===== config.mk =====
export PLATFORM = sky130hd
export DESIGN_NAME = comp42_row_pipe
export DESIGN_NICKNAME = d
export VERILOG_FILES = /design/src/rtl/comp42_row_pipe.sv
export SDC_FILE = /design/constraint.sdc
export NUM_CORES = 1
export LEC_CHECK = 0
export CAP_MARGIN = 5
export CORE_UTILIZATION = 40
export DETAILED_ROUTE_END_ITERATION = 12
export GPL_TIMING_DRIVEN = 0
export HOLD_SLACK_MARGIN = 0.08
export PLACE_DENSITY = 0.66
export SLEW_MARGIN = 10
export SYNTH_ARGS = -nofsm -noshare
export SYNTH_HDL_FRONTEND = slang
export SYNTH_SLANG_ARGS = --single-unit
export TNS_END_PERCENT = 30

===== constraint.sdc =====
create_clock -name clk -period 2.5 [get_ports clk]
set_input_delay 0.75 -clock clk [delete_from_list [all_inputs] [get_ports clk]]
set_output_delay 0.75 -clock clk [all_outputs]
set_load 0.01 [all_outputs]

===== src/rtl/comp42_row_pipe.sv =====
// ---------------------------------------------------------------------------
// comp42_row_pipe
//   A row of WIDTH 4:2 compressor columns for partial-product reduction.
//   Four WIDTH-bit operands are reduced to a Sum/Carry pair. A final add then
//   forms the WIDTH+2 bit Result. Column carries chain from LSB to MSB. When
//   Mode=1, the low APPROX_LSB columns switch to a carry-free approximate cell.
//   The row sits behind a two-stage valid/ready pipeline:
//   S1 holds the compressor outputs, and S2 holds the outputs plus Result.
//
// Ports
//   clk, rst_n        clock (rising edge) and async active-low reset
//   In_valid/In_ready input handshake; In_ready is combinational
//   X1..X4            operands, sampled with the beat
//   Mode              0 = exact, 1 = approximate low columns
//   Out_valid/Out_ready output handshake
//   Sum, Carry, Cout  S2 copy of the compressor vectors
//                     Carry bit i has weight 2^(i+1); Cout has weight 2^WIDTH
//   Result            Sum + (Carry<<1) + (Cout<<WIDTH)
// ---------------------------------------------------------------------------
module comp42_row_pipe #(
    parameter int unsigned WIDTH      = 16,
    parameter int unsigned APPROX_LSB = 4
) (
    input  logic             clk,
    input  logic             rst_n,
    input  logic             In_valid,
    output logic             In_ready,
    input  logic [WIDTH-1:0] X1,
    input  logic [WIDTH-1:0] X2,
    input  logic [WIDTH-1:0] X3,
    input  logic [WIDTH-1:0] X4,
    input  logic             Mode,
    output logic             Out_valid,
    input  logic             Out_ready,
    output logic [WIDTH-1:0] Sum,
    output logic [WIDTH-1:0] Carry,
    output logic             Cout,
    output logic [WIDTH+1:0] Result
);

    // Combinational compressor row
    logic [WIDTH-1:0] row_sum;
    logic [WIDTH-1:0] row_carry;
    logic             row_cout;

    always_comb begin
        logic chain;
        logic s;
        logic co;
        row_sum   = '0;
        row_carry = '0;
        chain     = 1'b0;
        s         = 1'b0;
        co        = 1'b0;
        for (int unsigned i = 0; i < WIDTH; i++) begin
            if (Mode && (i < APPROX_LSB)) begin
                // The approximate cell neither uses nor produces a chained carry.
                row_sum[i]   = (X1[i] ^ X2[i]) | (X3[i] ^ X4[i]);
                row_carry[i] = (X1[i] & X2[i]) | (X3[i] & X4[i]);
                co           = 1'b0;
            end else begin
                s            = X1[i] ^ X2[i] ^ X3[i];
                co           = (X1[i] & X2[i]) | (X1[i] & X3[i]) | (X2[i] & X3[i]);
                row_sum[i]   = s ^ X4[i] ^ chain;
                row_carry[i] = (s & X4[i]) | (s & chain) | (X4[i] & chain);
            end
            chain = co;
        end
        row_cout = chain;
    end

    // Pipeline registers
    logic             s1_v_q,     s1_v_d;
    logic [WIDTH-1:0] s1_sum_q,   s1_carry_q;
    logic             s1_cout_q;
    logic             s2_v_q,     s2_v_d;
    logic [WIDTH-1:0] s2_sum_q,   s2_carry_q;
    logic             s2_cout_q;
    logic [WIDTH+1:0] s2_result_q, s2_result_d;
    logic             s1_en;
    logic             s2_en;

    always_comb begin
        s2_en  = s1_v_q & (~s2_v_q | Out_ready);
        s1_en  = ~s1_v_q | s2_en;
        // When S1 may load, its valid flag simply follows the input.
        s1_v_d = s1_en ? In_valid : s1_v_q;
        if (s2_en) begin
            s2_v_d = 1'b1;
        end else if (Out_ready) begin
            s2_v_d = 1'b0;
        end else begin
            s2_v_d = s2_v_q;
        end
        s2_result_d = {2'b00, s1_sum_q}
                    + {1'b0, s1_carry_q, 1'b0}
                    + {1'b0, s1_cout_q, {WIDTH{1'b0}}};
    end

    always_ff @(posedge clk or negedge rst_n) begin
        if (!rst_n) begin
            s1_v_q      <= 1'b0;
            s1_sum_q    <= '0;
            s1_carry_q  <= '0;
            s1_cout_q   <= 1'b0;
            s2_v_q      <= 1'b0;
            s2_sum_q    <= '0;
            s2_carry_q  <= '0;
            s2_cout_q   <= 1'b0;
            s2_result_q <= '0;
        end else begin
            s1_v_q <= s1_v_d;
            s2_v_q <= s2_v_d;
            if (s1_en && In_valid) begin
                s1_sum_q   <= row_sum;
                s1_carry_q <= row_carry;
                s1_cout_q  <= row_cout;
            end
            if (s2_en) begin
                s2_sum_q    <= s1_sum_q;
                s2_carry_q  <= s1_carry_q;
                s2_cout_q   <= s1_cout_q;
                s2_result_q <= s2_result_d;
            end
        end
    end

    assign In_ready  = s1_en;
    assign Out_valid = s2_v_q;
    assign Sum       = s2_sum_q;
    assign Carry     = s2_carry_q;
    assign Cout      = s2_cout_q;
    assign Result    = s2_result_q;

endmodule

### After elaboration in Yosys (flattened, before gate mapping)

Cells that the tools add are included.

* $add $sub $neg: 2
* mux-type cells: 14
* bitwise operators: 240
* reductions and logical operators: 2

Operators with widths (number)
* 1-bit AND: 99
* 1-bit OR: 72
* 1-bit bitwise XOR: 67
* 16-bit by 17-bit adder with 18-bit output: 1
* 18-bit by 17-bit adder with 18-bit output: 1
* 1-bit 2-to-1 mux: 14
* 1-bit NOT: 2
* 2-bit nonzero test: 1
* 1-bit logical AND: 1

* register bits after elaboration: 86
* input port bits: 69
* logic and storage cells: 267

### Depth between registers and ports, before layout

Gate-level depths: netlist (run 1).

* depth in word-level cells: 8
* depth in mapped cells: 7
* gate-level depth less buffers: 7

### Worst setup path after synthesis (run 1)

No wires, ideal clock.

* path kind: input port to flip-flop
* start: input port X1[15]
* end: register s1_sum_q[15]
* setup time: 0.125 ns
* arrival time: 2.036 ns
* data required time: 2.375 ns
* slack: 0.340 ns
* cell stages on the path: 5
* path buffers: 0
* path through: inv_1 > fa_1 > inv_1 > fa_1 > mux2_2

* longest elaborated chain between the ends: 4

Ends and longest elaborated chain
* from (decl): line 28 `input logic [WIDTH-1:0] X1,`
* 1-bit bitwise XOR (2 in series): line 62 `s = X1[i] ^ X2[i] ^ X3[i];`
* 1-bit bitwise XOR (2 in series): line 64 `row_sum[i] = s ^ X4[i] ^ chain;`
* net row_sum[15]: line 42 `logic [WIDTH-1:0] row_sum;`
* to (signal assigned): line 115 `s1_sum_q <= row_sum;`
* to (decl): line 74 `logic [WIDTH-1:0] s1_sum_q, s1_carry_q;`

The timed path passes the listed nets, and every way through them passes these cells.
A chain may end at the register's enable or synchronous reset.

### Worst setup path in the final report (run 1)

* start: input port Out_ready
* end: output port In_ready

* longest elaborated chain between the ends: 3

Ends and longest elaborated chain
* from (decl): line 34 `input logic Out_ready,`
* 1-bit OR: line 84 `s2_en = s1_v_q & (~s2_v_q | Out_ready);`
* 1-bit AND: line 84
* 1-bit OR: line 85 `s1_en = ~s1_v_q | s2_en;`
* to (decl): line 27 `output logic In_ready,`

Every way passes these cells.

==> results of run 1 <==
[power groups by stage]
stage                     sequential, uW  combinational, uW  clock [uW]
after global placement              2150               2670           0
after detailed placement            2160               2720           0
after global routing                2190               3010        1640
final                               2130               2720        1560
after CTS                           2140               2740        1590
after floorplan                     2200               1420           0
[worst paths after layout]
path	from	endpoint	slack, ns	depth (start not counted)
min	rst_n	Sum[11]	0.38	1
min in group clk	Carry[15]	Carry[15]	0.47	2
min reg2reg	Carry[15]	Carry[15]	0.47	2
max reg2reg	s1_sum_q[1]	Result[15]	0.16	7
max	Out_ready	In_ready	0.04	4
max in group asynchronous	rst_n	s1_sum_q[3]	1.50	2
[metal layers]
metal	track usage, %	routed length (um)
met5	0	0
met4	5.68	159
met3	3.38	423
met2	35.4	5980
met1	28.4	5540
[metrics by stage]
stage	std cells	hold WS [ns]	area [sq um]	utilization, %	setup slack (ns)
after floorplan	467	0.439	4790	-	0.340
after global placement	730	0.456	6170	53.4	-2.34
after detailed placement	731	0.463	6200	53.6	-0.342
after CTS	747	0.407	6550	56.6	0.00497
after global routing	747	0.419	6560	56.7	-0.0195
final	747	0.378	6560	56.7	0.0444
[critical path, delay by kind of cell]
family | cells | cell delay, ns
and+or+nand+nor | 2 | 0.29
buffers and inverters | 2 | 0.66
[cell families after synthesis]
kind of cell,share of synthesized area [%]
compound gates,9.35
flops,44.4
simple gates,16.8
buf+inv,2.25
xor+xnor,1.64
mux,5.64
fa+ha+maj,19.9
[cells in the mapped netlist]
cell type and n:
nand2_1 152, dfrtp_1 85, fa_1 32, o21ai_0 32
ha_1 25, mux2_2 24, nor2_1 13, a21oi_1 12
clkbuf_1 11, inv_1 6, nand3_1 6, nor2b_1 6
and3_1 5, buf_2 5, xnor2_1 5, a21o_1 4
nor3_1 4, xor2_1 4, a31oi_1 3, buf_1 3
nand2b_1 2, nand4_1 2, o211ai_1 2, o21a_1 2
o21ai_2 2, o31ai_1 2, or3_1 2, a211oi_1 1
a221oi_1 1, a221oi_4 1, a22oi_1 1, buf_4 1
nand3_2 1, nor3b_1 1, nor4_1 1, o2111a_1 1
o211ai_2 1, o21bai_1 1, o221ai_1 1, o311ai_0 1
o31a_1 1, o41ai_1 1, or4_1 1
[cell type report]
| class | instances | area [sq um] |
|---|---|---|
| inverters | 6 | 22.5 |
| flip-flops and latches | 85 | 2130 |
| well taps | 143 | 179 |
| plain buffers | 20 | 92.6 |
| clock inverters | 5 | 106 |
| fillers | 1037 | 5010 |
| clock buffers | 11 | 243 |
| repair buffers | 121 | 1230 |
| multi-input cells | 356 | 2560 |
[sequential cells by signal, summed over array words and instances, names as in the netlist]
register    cells
Carry          16
Cout            1
Out_valid       1
Result         17
Sum            16
s1_carry_q     16
s1_cout_q       1
s1_sum_q       16
s1_v_q          1
[what timing repair did]
item                                    CTS  global route
endpoints found under the setup margin    2            42
gates cloned                              0             0
endpoints found under the hold margin     0             0
setup buffers                             0             0
gates resized for setup                   3             9
==> summary.md, run 1 <==
| Metric | Value |
|---|---|
| Endpoints failing hold | `0` |
| CTS HTree Levels | `3` |
| Setup TNS | `0 ns` |
| Post-synth top area share | `44.4%` |
| Critical Path Fanout Max | `3` |
| Area delta synth->final | `36.9%` |
| CORE AREA | `11600 sq um` |
| Clk pin slew, worst setup/hold paths | `0.06 ns` |
| Final-stage net count | `725` |
| Fin crit share | `98.2%` |
| Vias per cell | `5.10` |
| Synth Instances | `467` |
| Routed Antenna Nets | `0` |
| Die X | `111 um` |
| Critical Path Sink Type | `primary output` |
| VDD IR-drop max | `416 uV` |
| Crit path DAT | `1.71 ns` |
| Combinational share of power | `42.4%` |
| CTS tree | `built` |
| Final Power | `6410 uW` |
| Die area | `12400 sq um` |
| Syn Area/Cell | `10.3 sq um` |
| Worst path max stage delay | `0.43 ns` |
| Critical path, cell by cell | `clkdlybuf4s50_1 > nor2b_2 > nand2_2 > clkdlybuf4s15_1` |
| CP required | `1.75 ns` |
| Share of cells above drive strength 1 | `9.93%` |
| Number of top-level pins | `122` |
| # clock sinks | `85` |
| Leakage power | `0.00295 uW` |
| Commonest non-fill, non-tap cells in the layout | `nand2_1 (151), clkdlybuf4s50_1 (118), dfrtp_1 (85)` |
| Final WL | `12100 um` |
| Unrepaired setup endpoints after global routing | `yes` |
| Syn nets | `593` |
| Dpl hpwl | `9410 um` |
| Initial antenna violation count | `0` |
| CTS Hold Bufs | `0` |
| Buffers on Ports | `120` |
| First-pass GRT wire length | `20400 um` |
| Most common cell after layout, fill and taps aside | `nand2_1` |
| First-pass DRT Iterations | `9` |
| Fmax | `407 MHz` |
| Global route overflow | `0` |
| Rows | `39` |
| Vias in the first global route | `4029` |
| Clock Skew | `0.00804 ns` |
| Max capacitance violation total | `0` |
| Flop pwr share | `33.2%` |
| Die H | `111 um` |
| DRC | `8` |
| PwrDens | `977 nW/um^2` |
| Class of the worst hold path | `input pin to async pin` |
| Num CTS Buffers | `9` |
| Clk root buf | `clkbuf_16` |
| CP max stage cell | `clkdlybuf4s50_1` |
| Syn. warnings | `0` |
| Total global-route track usage | `21.1%` |
| Largest net degree at the start of global routing | `47` |
| Sw frac | `35.0%` |
| Clock Power Share | `24.3%` |
| Setup crit start kind | `input pin` |
| Setup-failing EPs final | `0` |
| Starting Density | `41.4%` |
| Register bit total from synthesis | `85` |
| Wire per inst | `16.2 um` |
| # diodes | `0` |
| Fin. max-slew vios | `0` |
| Post-synth top area cell | `dfrtp_1` |
| Synth Cell Area | `4790 sq um` |
| Sw power | `2240 uW` |
| Slew margin rel. | `63.0%` |
| Clock Path Buffers | `2` |
| Skew-Pair Late Insertion Delay | `0.34 ns` |
| Setup CP Type | `input pin to primary output` |
| Synth area leaders | `dfrtp_1 (44%), fa_1 (13%), nand2_1 (12%)` |
| Vias | `3809` |
| RD Place Congestion | `0.814` |
| Seq/Total Area, Yosys | `44.4%` |
| Tightest Pin Transition | `0.554 ns` |
| Initial DRC count | `165` |
| Int Power | `4160 uW` |
| Distinct cell type count after synthesis | `43` |
| Tmin final | `2.46 ns` |
| Status | `complete, but fails checks` |
| Failing checks | `design-rule violations` |
Note: power is estimated with default switching activity, not from simulation.
==> run 2, diff against run 1 <==
--- a/config.mk
+++ b/config.mk
@@ -11,6 +11,7 @@
 export GPL_TIMING_DRIVEN = 0
 export HOLD_SLACK_MARGIN = 0.08
 export PLACE_DENSITY = 0.66
+export SETUP_SLACK_MARGIN = 0.4
 export SLEW_MARGIN = 10
 export SYNTH_ARGS = -nofsm -noshare
 export SYNTH_HDL_FRONTEND = slang
==> run 2 against run 1 <==
  * The run still ends with design-rule violations left
  * Register-to-register slack better by 0.24 ns
  * Worst setup slack better by 0.28 ns
  * Routed wire length up 1.4%
  * Largest cell class unchanged
==> summary.md, run 2 (same netlist as run 1, synthesis figures left out) <==
| Metric | Value |
|---|---|
| Die X | `111 um (unchanged)` |
| Routed Antenna Nets | `0 (unchanged)` |
| Clk pin slew, worst setup/hold paths | `0.06 ns (about the same)` |
| Worst path max stage delay | `0.25 ns (-0.18 ns)` |
| Share of cells above drive strength 1 | `14.1% (+4.1 points)` |
| Fin crit share | `87.0% (-11 points)` |
| Routing usage on met2 | `35.8% (+0.46 points)` |
| Starting Density | `41.4% (unchanged)` |
| Unrepaired setup endpoints after global routing | `yes` |
| Vias | `3833 (+0.63%)` |
| # clock sinks | `85 (unchanged)` |
| Sw power | `2300 uW (+2.3%)` |
| Endpoints failing hold | `0 (unchanged)` |
| Number of flip-flops in the largest register | `17 (unchanged)` |
| Global route overflow | `0 (unchanged)` |
| First-pass DRT Iterations | `11 (+2)` |
| Status | `complete, but fails checks` |
| DRC | `8 (unchanged)` |
| Rows | `39 (unchanged)` |
| Setup-failing EPs final | `0 (unchanged)` |
| Tmin final | `2.17 ns (-0.281 ns)` |
| Setup CP Type | `input pin to primary output` |
| Final-stage net count | `732 (+0.97%)` |
| Fmax | `460 MHz (+13%)` |
| Area of the multi-input gates | `2640 sq um (+2.9%)` |
| Max capacitance violation total | `0 (unchanged)` |
| Failing checks | `design-rule violations` |
| Fin. max-slew vios | `0 (unchanged)` |
| Sequential Area | `2130 sq um (unchanged)` |
| Final Power | `6530 uW (+1.8%)` |
| M1 GR Usage | `28.1% (-0.32 points)` |
| Clock Skew | `0.00846 ns (+0.000414 ns)` |
| Flop pwr share | `32.7% (-0.5 points)` |
| PwrDens | `977 nW/um^2 (about the same)` |
| Commonest non-fill, non-tap cells in the layout | `nand2_1 (151), dfrtp_1 (85), clkdlybuf4s50_1 (75)` |
| Int Power | `4230 uW (+1.5%)` |
| Num CTS Buffers | `9 (unchanged)` |
| Buffers on Ports | `120 (unchanged)` |
| Worst path buffer plus inverter count | `2 (unchanged)` |
| Crit path DAT | `1.42 ns (-0.29 ns)` |
| Skew-Pair Late Insertion Delay | `0.35 ns (about the same)` |
| Die H | `111 um (unchanged)` |
| Fillers | `1038 (+0.096%)` |
| Final Util | `57.7% (+1.0 points)` |
| Combinational share of power | `43.4% (+1.0 points)` |
| Critical Path Fanout Max | `2 (-1)` |
| Number of top-level pins | `122 (unchanged)` |
| Leakage power | `0.00315 uW (+6.8%)` |
| Sw frac | `35.2% (+0.17 points)` |
| Tightest Pin Transition | `0.531 ns (-0.0236 ns)` |
| Most common cell after layout, fill and taps aside | `nand2_1` |
| Class of the worst hold path | `input pin to async pin` |
| Initial antenna violation count | `0 (unchanged)` |
| Total global-route track usage | `21.1% (+0.048 points)` |
| Vias in the first global route | `4069 (+0.99%)` |
| Initial DRC count | `175 (+6.1%)` |
| Crit path max-delay family | `buffers and inverters` |
| GRT busiest layer | `met2` |
| CTS tree | `built` |
| Die area | `12400 sq um (unchanged)` |
| Final WL | `12300 um (+1.4%)` |
| CP required | `1.75 ns (about the same)` |
| CORE AREA | `11600 sq um (unchanged)` |
| Clock Power Share | `23.9% (-0.4 points)` |
| Vias per cell | `5.08 (-0.30%)` |
| Area delta synth->final | `39.3%` |
| CTS HTree Levels | `3 (unchanged)` |
| Setup crit start kind | `input pin` |
| VDD IR-drop max | `419 uV (+0.86%)` |
| Met3 Use GR | `3.43% (+0.054 points)` |
| Slew margin rel. | `64.6% (+1.6 points)` |
| Pre-CTS WS | `-0.342 ns (unchanged)` |
| First-pass GRT wire length | `20400 um (+0.14%)` |
| Setup TNS | `0 ns (unchanged)` |
| Largest net degree at the start of global routing | `47 (unchanged)` |
| RD Place Congestion | `0.814 (unchanged)` |
| Critical Path Sink Type | `primary output` |
| # diodes | `0 (unchanged)` |
| Final worst setup slack | `0.326 ns (+0.281 ns)` |
| Clock Path Buffers | `2 (unchanged)` |
| Dpl hpwl | `9410 um (unchanged)` |
| Clk root buf | `clkbuf_16` |
| CP max stage cell | `dlygate4sd2_1` |
| Wire per inst | `16.3 um (+0.43%)` |
| Critical path, cell by cell | `dlygate4sd2_1 > nor2b_2 > nand2_1 > clkdlybuf4s15_2` |
[run 2: layout make-up]
| class | instances | area share, % |
|---|---|---|
| buffer | 20 | 1.56 |
| clock buffer | 11 | 3.64 |
| clock inverter | 5 | 1.59 |
| inverter | 6 | 0.337 |
| multi-input combinational | 356 | 39.5 |
| sequential | 85 | 31.9 |
| tap | 143 | 2.68 |
| timing repair buffer | 128 | 18.8 |
[run 2: timing repair]
| item | 4_1_cts | 5_1_grt |
|---|---|---|
| hold buffers | 0 | 0 |
| setup endpoints to repair | 82 | 72 |
| setup buffers | 6 | 1 |
| pin swaps | 33 | 15 |
| resized for setup | 60 | 36 |
[run 2: power by group through the flow]
stage	clock (uW)	combinational, uW	sequential (uW)
global placement	0	2670	2150
finish	1560	2830	2130
detailed placement	0	2720	2160
global route	1640	3130	2190
floorplan	0	1420	2200
CTS	1590	2780	2140
[run 2: path summary, 6_finish.rpt]
| check | start | slack (ns) | end | depth (start not counted) |
|---|---|---|---|---|
| setup / recovery | Out_ready | 0.33 | In_ready | 4 |
| hold / removal | rst_n | 0.38 | Sum[11] | 1 |
| setup reg to reg | s1_sum_q[1] | 0.40 | Result[15] | 7 |
| hold reg to reg | Carry[15] | 0.47 | Carry[15] | 2 |
| max in group asynchronous | rst_n | 1.51 | s1_carry_q[1] | 2 |
| min in group clk | Carry[15] | 0.47 | Carry[15] | 2 |
[run 2: layer usage]
metal	wire (um)	vias up	part of all wire, %
met3	490	16	4.0
li1	-	1850	-
met2	6150	95	50
met5	0	-	0
met1	5470	1872	45
met4	157	0	1.3
[run 2: stage by stage]
stage,area [sq um],instances,hold slack [ns]
4_1_cts,6600,753,0.407
5_1_grt,6680,754,0.419
2_1_floorplan,4790,467,0.439
3_5_place_dp,6200,731,0.463
3_3_place_gp,6170,730,0.456
6_report,6680,754,0.377
